`src/rtl/rc_pkg.sv`:
```
// Shared types and constants for the remote-control frame layer: FSM encoding,
// command codes and 16 MHz timing defaults.
package rc_pkg;

    typedef enum logic [1:0] {
        IDLE     = 2'd0,
        GOT_SYNC = 2'd1,
        GOT_CMD  = 2'd2,
        GOT_ARG  = 2'd3
    } rc_state_t;

    localparam logic [7:0] SYNC_BYTE_DEF = 8'hAA;

    localparam logic [7:0] CMD_STOP  = 8'h00;
    localparam logic [7:0] CMD_FWD   = 8'h01;
    localparam logic [7:0] CMD_REV   = 8'h02;
    localparam logic [7:0] CMD_LEFT  = 8'h03;
    localparam logic [7:0] CMD_RIGHT = 8'h04;

    localparam int unsigned CLK_HZ = 32'd16_000_000;

    // 10 ms between bytes inside a frame, 3 s of silence before forcing stop.
    localparam logic [31:0] BYTE_TIMEOUT_DEF = 32'(CLK_HZ / 100);
    localparam logic [31:0] SLEEP_DEF        = 32'(CLK_HZ * 3);

    function automatic logic [7:0] frame_chk(input logic [7:0] sync_b,
                                             input logic [7:0] cmd_b,
                                             input logic [7:0] arg_b);
        return sync_b ^ cmd_b ^ arg_b;
    endfunction

endpackage

```
`src/rtl/rc_frame_ctrl_if.sv`:
```
// Byte-stream input from the UART receive core and latched command outputs
// toward the motor layer.
interface rc_frame_ctrl_if #(
    parameter int DATA_WIDTH = 8
);
    logic [DATA_WIDTH-1:0] rx_data;
    logic                  rx_done;
    logic [DATA_WIDTH-1:0] cmd;
    logic [DATA_WIDTH-1:0] arg;
    logic                  cmd_valid;
    logic                  frame_err;
    logic                  link_active;

    modport master (
        output rx_data, rx_done,
        input  cmd, arg, cmd_valid, frame_err, link_active
    );

    modport slave (
        input  rx_data, rx_done,
        output cmd, arg, cmd_valid, frame_err, link_active
    );
endinterface

```
`src/rtl/rc_timeout_cnt.sv`:
```
// Clear/enable counter that pulses tc on the cycle it reaches LIMIT and then
// restarts from zero; a clear in the same cycle suppresses the pulse.
module rc_timeout_cnt #(
    parameter logic [31:0] LIMIT = 32'd1
) (
    input  logic clk,
    input  logic rst,
    input  logic clr,
    input  logic en,
    output logic tc
);
    logic [31:0] cnt;

    assign tc = en && !clr && (cnt == LIMIT - 32'd1);

    always_ff @(posedge clk) begin
        if (rst) begin
            cnt <= '0;
        end else if (clr || tc) begin
            cnt <= '0;
        end else if (en) begin
            cnt <= cnt + 32'd1;
        end
    end
endmodule

```
`src/rtl/rc_frame_ctrl.sv`:
```
// Assembles SYNC/CMD/ARG/CHK frames from the UART byte stream, latches valid
// commands and supervises the link. Define RC_FRAME_CHECKSUM_EN to verify CHK.
module rc_frame_ctrl
    import rc_pkg::*;
#(
    parameter int                    DATA_WIDTH   = 8,
    parameter logic [DATA_WIDTH-1:0] SYNC_BYTE    = SYNC_BYTE_DEF,
    parameter logic [31:0]           BYTE_TIMEOUT = BYTE_TIMEOUT_DEF,
    parameter logic [31:0]           SLEEP        = SLEEP_DEF
) (
    input  logic           clk,
    input  logic           rst,
    rc_frame_ctrl_if.slave bus
);
    rc_state_t state, next_state;

    logic [DATA_WIDTH-1:0] cmd_tmp;
    logic [DATA_WIDTH-1:0] arg_tmp;

    logic chk_ok;
    logic frame_ok;
    logic frame_bad;
    logic byte_clr;
    logic byte_en;
    logic byte_tc;
    logic sleep_tc;

    logic [DATA_WIDTH-1:0] cmd_p1;
    logic [DATA_WIDTH-1:0] arg_p1;
    logic                  vld_p1;
    logic                  err_p1;
    logic                  link_p1;

    rc_timeout_cnt #(.LIMIT(BYTE_TIMEOUT)) u_byte_timer (
        .clk (clk),
        .rst (rst),
        .clr (byte_clr),
        .en  (byte_en),
        .tc  (byte_tc)
    );

    // Only a valid frame restarts the sleep window; a bad one does not.
    rc_timeout_cnt #(.LIMIT(SLEEP)) u_sleep_cnt (
        .clk (clk),
        .rst (rst),
        .clr (frame_ok),
        .en  (1'b1),
        .tc  (sleep_tc)
    );

    always_ff @(posedge clk) begin
        if (rst) begin
            state <= IDLE;
        end else begin
            state <= next_state;
        end
    end

    // A byte arriving on the timeout cycle keeps the frame alive.
    always_comb begin
        next_state = state;
        if (bus.rx_done) begin
            case (state)
                IDLE:     if (bus.rx_data == SYNC_BYTE) next_state = GOT_SYNC;
                GOT_SYNC: next_state = GOT_CMD;
                GOT_CMD:  next_state = GOT_ARG;
                GOT_ARG:  next_state = IDLE;
            endcase
        end else if (byte_tc) begin
            next_state = IDLE;
        end
    end

`ifdef RC_FRAME_CHECKSUM_EN
    assign chk_ok = (bus.rx_data == frame_chk(SYNC_BYTE, cmd_tmp, arg_tmp));
`else
    assign chk_ok = 1'b1;
`endif

    always_comb begin
        frame_ok  = 1'b0;
        frame_bad = 1'b0;
        byte_en   = (state != IDLE);
        byte_clr  = bus.rx_done || (state == IDLE);
        if (bus.rx_done && state == GOT_ARG) begin
            frame_ok  = chk_ok;
            frame_bad = !chk_ok;
        end
    end

    always_ff @(posedge clk) begin
        if (bus.rx_done && state == GOT_SYNC) cmd_tmp <= bus.rx_data;
        if (bus.rx_done && state == GOT_CMD)  arg_tmp <= bus.rx_data;
    end

    // ---- stage p1: registered outputs, one cycle after the CHK strobe ----
    always_ff @(posedge clk) begin
        if (rst) begin
            cmd_p1  <= '0;
            arg_p1  <= '0;
            vld_p1  <= 1'b0;
            err_p1  <= 1'b0;
            link_p1 <= 1'b0;
        end else begin
            vld_p1 <= frame_ok;
            err_p1 <= frame_bad || byte_tc;
            if (frame_ok) begin
                cmd_p1  <= cmd_tmp;
                arg_p1  <= arg_tmp;
                link_p1 <= 1'b1;
            end else if (sleep_tc) begin
                cmd_p1  <= CMD_STOP;
                arg_p1  <= '0;
                link_p1 <= 1'b0;
            end
        end
    end

    assign bus.cmd         = cmd_p1;
    assign bus.arg         = arg_p1;
    assign bus.cmd_valid   = vld_p1;
    assign bus.frame_err   = err_p1;
    assign bus.link_active = link_p1;

endmodule

```
`src/flat_wrapper.sv`:
```
// flat-port wrapper written by rule: the top's interface ports become plain ports
module rc_frame_ctrl_flat import rc_pkg::*;
#(
    parameter int                    DATA_WIDTH   = 8,
    parameter logic [DATA_WIDTH-1:0] SYNC_BYTE    = SYNC_BYTE_DEF,
    parameter logic [31:0]           BYTE_TIMEOUT = BYTE_TIMEOUT_DEF,
    parameter logic [31:0]           SLEEP        = SLEEP_DEF
)
  (clk, rst, bus_rx_data, bus_rx_done, bus_cmd, bus_arg, bus_cmd_valid, bus_frame_err, bus_link_active);
  rc_frame_ctrl_if #(.DATA_WIDTH(DATA_WIDTH)) bus_i ();
  input  logic clk;
  input  logic rst;
  input wire logic [$bits(bus_i.rx_data)-1:0] bus_rx_data;
  input wire logic [$bits(bus_i.rx_done)-1:0] bus_rx_done;
  output wire logic [$bits(bus_i.cmd)-1:0] bus_cmd;
  output wire logic [$bits(bus_i.arg)-1:0] bus_arg;
  output wire logic [$bits(bus_i.cmd_valid)-1:0] bus_cmd_valid;
  output wire logic [$bits(bus_i.frame_err)-1:0] bus_frame_err;
  output wire logic [$bits(bus_i.link_active)-1:0] bus_link_active;
  assign bus_i.rx_data = bus_rx_data;
  assign bus_i.rx_done = bus_rx_done;
  assign bus_cmd = bus_i.cmd;
  assign bus_arg = bus_i.arg;
  assign bus_cmd_valid = bus_i.cmd_valid;
  assign bus_frame_err = bus_i.frame_err;
  assign bus_link_active = bus_i.link_active;
  rc_frame_ctrl #(.DATA_WIDTH(DATA_WIDTH), .SYNC_BYTE(SYNC_BYTE), .BYTE_TIMEOUT(BYTE_TIMEOUT), .SLEEP(SLEEP)) u_core (.clk(clk), .rst(rst), .bus(bus_i));
endmodule
```
`config.mk`:
```
export PLATFORM = sky130hd
export DESIGN_NAME = rc_frame_ctrl_flat
export DESIGN_NICKNAME = d
export VERILOG_FILES = /design/src/rtl/rc_pkg.sv /design/src/rtl/rc_frame_ctrl_if.sv /design/src/rtl/rc_timeout_cnt.sv /design/src/rtl/rc_frame_ctrl.sv /design/src/flat_wrapper.sv
export SDC_FILE = /design/constraint.sdc
export NUM_CORES = 1
export LEC_CHECK = 0
export CORE_ASPECT_RATIO = 0.6
export CORE_UTILIZATION = 35
export CTS_BUF_LIST = sky130_fd_sc_hd__clkbuf_8 sky130_fd_sc_hd__clkbuf_16
export CTS_CLUSTER_SIZE = 12
export DETAILED_ROUTE_END_ITERATION = 7
export GPL_TIMING_DRIVEN = 0
export PLACE_DENSITY_LB_ADDON = 0.05
export SYNTH_ARGS = -nofsm -noshare
export SYNTH_HDL_FRONTEND = slang
export SYNTH_SLANG_ARGS = --single-unit
```
`constraint.sdc`:
```
create_clock -name clk -period 2.9 [get_ports clk]
set_input_delay 0.58 -clock clk [delete_from_list [all_inputs] [get_ports clk]]
set_output_delay 0.58 -clock clk [all_outputs]
set_load 0.01 [all_outputs]
```
==> results.json <==
{
  "outcome": "complete, no violations",
  "diodes": 0,
  "critPathArrivalTime_ps": 2830,
  "synthToLayoutAreaGrowth_pct": 17.73,
  "fillers": 1203,
  "fp.dieH_um": 90.62,
  "fmax_mhz": 381.7,
  "critPathCaptureType": "register",
  "grt_antenna_before_repair": 0,
  "maxCapViolations": 0,
  "path_class": "reg2reg",
  "synth_mux_area_frac": 0,
  "core_area_mm2": 0.01241,
  "sequential_cell_area_mm2": 0.002182,
  "synth-seq-area-share": 0.4764,
  "placed_area_mm2": 0.005067,
  "syn_avg_cell_area_um2": 9.329,
  "clock_latency_ps": 350,
  "cts_hold_buf": 0,
  "cts_made_buffers": 9,
  "num_rows": 31,
  "grt_usage": 0.1793,
  "post-synth-top-area-fraction": 0.3715,
  "fin_nets": 551,
  "cp_slowest_cell": "dfxtp_1",
  "wl_met3_um": 600,
  "min_path_type": "reg2reg",
  "worstMarginPinSlew_ps": 577.6,
  "ys_async_sr_fraction": 0,
  "holdPathEnd": "u_core.bus.cmd[2]",
  "grt_overflow_total": 0,
  "p_per_area_mw_per_mm2": 499.6,
  "synth_top_family_by_area": "simple AND/OR/NAND/NOR gates",
  "cts-root-buf": "clkbuf_16",
  "fin_hold_ws_ps": 431.6,
  "slew-limit-headroom": 0.6150,
  "drive_above_1_share": 0.05937,
  "finClkSkew_ps": 12.71,
  "syn-num-nets": 508,
  "htree_levels": 3,
  "clock_sinks": 101,
  "rrSetupSlack_ps": 280,
  "synth-simple-area-share": 0.2745,
  "die_w_um": 149.7,
  "reg2reg_depth": 9,
  "setup_tns_ps": 0,
  "drt-initial-drc-count": 268,
  "yosysWarnings": 0,
  "dp_hpwl_um": 8190,
  "highest_layer": "met4",
  "dr.pass1.iters": 5,
  "fin_crit_sh": 0.9035,
  "start_util": 0.3691,
  "yosysTopAreaCell": "dfxtp_1",
  "wl_met2_um": 4185,
  "start_kind": "register",
  "drt_wl_total_um": 11450,
  "critPathRequiredTime_ps": 3110,
  "wl_per_cell_um": 16.27,
  "slowest_delay_ps": 370,
  "synth_seq_cells": 101,
  "stdcell_area_mm2": 0.005393,
  "p_leak_nw": 1.592,
  "ir_drop_mv": 0.2316,
  "die_area_mm2": 0.01356,
  "vias": 3901,
  "min_from": "u_core.cmd_tmp[2]",
  "rr_endpoint": "u_core.u_byte_timer.cnt[12]",
  "final_hold_viol_count": 0,
  "holdPathStages": 2,
  "viasPerCell": 5.541,
  "synth_compound_area_frac": 0.1478,
  "drc": 0,
  "crit_path_cell_trace": "inv_1 -> ha_1 -> and3b_1 -> clkbuf_1 -> nand3_1 -> o41ai_4 -> buf_4 -> clkbuf_2 -> nor3_1",
  "syn_inst": 491,
  "grt_max_degree": 19,
  "synth_fa_ha_area_frac": 0.01639,
  "grt_pass1_vias": 3503,
  "r2r_start": "u_core.state[0]",
  "wirelength_met1_um": 6566,
  "multi_input_area_mm2": 0.002222,
  "synth_area_leaders": "dfxtp_1 37%, edfxtp_1 10%, a211oi_1 6.1%",
  "ios": 30,
  "period_needed_ps": 2620,
  "ant_nets": 0,
  "port_buffers": 28,
  "ys_types": 42,
  "path_max_fanout": 10,
  "clockBufferDepth": 2,
  "synth_xor_area_frac": 0.04398,
  "cts_tree": "yes",
  "synth_ff_type": "dfxtp_1",
  "synth_area_mm2": 0.004581,
  "gp_congestion": 0.7815,
  "clk_pin_slew_worst_paths_ps": 80,
  "grt_pass1_wl_um": 18930,
  "rsz0062_at_grt": "false",
  "setup_violations": 0,
  "final_util": 0.4345,
  "drv_slew": 0,
  "synth-edff-count": 16
}
## layer usage
layer,track usage,up-vias
met5,0,-
met4,0.04545,0
met3,0.04545,11
met2,0.2257,93
met1,0.2894,1827
li1,-,1970
## stage by stage
step	std cells	power, mW	setup WS [ps]
finish	704	2.694	279.8
global placement	684	1.555	-143.3
floorplan	491	1.516	641.1
global route	704	2.799	35.20
detailed placement	684	1.556	-109.5
CTS	700	2.724	14.05
## worst max-delay path, delay by kind of cell (launching register included)
family                     cells  cell delay, ps
buffers and inverters          4             890
and+or+nand+nor                3             610
DFF                            1             370
adders and majority gates      1             310
AOI/OAI and AO/OA              1             290
## worst max-delay path by stage
stage	slack (ps)	cells past startpoint	startpoint	to
6_report	280	9	u_core.state[0]	u_core.u_byte_timer.cnt[12]
5_1_grt	40	7	u_core.u_sleep_cnt.cnt[0]	u_core.bus.link_active
4_1_cts	10	8	u_core.state[0]	u_core.u_byte_timer.cnt[6]
3_5_place_dp	-110	8	u_core.state[0]	u_core.u_byte_timer.cnt[3]
3_3_place_gp	-140	8	u_core.state[0]	u_core.u_byte_timer.cnt[5]
2_1_floorplan	640	8	u_core.state[0]	u_core.u_byte_timer.cnt[2]
## Yosys cell counts, types with 6 or more instances
library cell and instances:
a211oi_1 37, and3_1 10, and4_1 15, clkbuf_1 30, dfxtp_1 85, edfxtp_1 16
ha_1 6, inv_1 13, nand2_1 56, nand3_1 17, nand4_1 23, nor3_1 29
nor4_1 6, o21ai_0 29, o31ai_1 23, or3_1 13, or4_1 23, xnor2_1 13
xor2_1 10
## layout by cell type, fill, tap and decap left out, types with 23 or more instances in the layout
master / count
a211oi_1: 37
clkbuf_1: 27
clkdlybuf4s50_1: 28
dfxtp_1: 85
nand2_1: 56
nand4_1: 23
nor3_1: 29
o21ai_0: 29
o31ai_1: 23
or4_1: 23
## power breakdown
| group | internal [mW] | switching [mW] | leakage, nW |
|---|---|---|---|
| clock network | 0.595 | 0.572 | 0.139 |
| registers | 1.43 | 0.00599 | 0.830 |
| logic | 0.0324 | 0.0573 | 0.624 |
| total | 2.06 | 0.635 | 1.59 |
## flip-flops by register name, indices dropped and copies added, names as in the netlist
name,count
u_core.u_byte_timer.cnt,32
u_core.bus.cmd,8
u_core.state,2
u_core.bus.arg,8
u_core.bus.frame_err,1
u_core.u_sleep_cnt.cnt,32
u_core.arg_tmp,8
u_core.bus.cmd_valid,1
u_core.bus.link_active,1
u_core.cmd_tmp,8
## cells by family after synthesis
| family | Yosys count |
|---|---|
| buffers and inverters | 46 |
| adder cells (fa/ha/maj) | 6 |
| XOR/XNOR | 23 |
| flip-flops | 101 |
| AND/OR/NAND/NOR | 217 |
| AO/OA/AOI/OAI | 98 |
## cell type report
| cell class | instances | share of cell area |
|---|---|---|
| clock buffer | 9 | 0.04176 |
| buffer | 33 | 0.02645 |
| sequential | 101 | 0.4046 |
| inverter | 13 | 0.009049 |
| tap | 165 | 0.03828 |
| timing repair buffer | 32 | 0.05754 |
| clock inverter | 7 | 0.01021 |
| multi-input combinational | 344 | 0.4121 |
## repair_timing
action	in CTS	in global routing
setup buffers	0	4
setup endpoints to repair	30	30
cloned	0	0
gates resized for setup	2	4
pin swaps	0	2
Note: power is estimated with default switching activity, not from simulation.
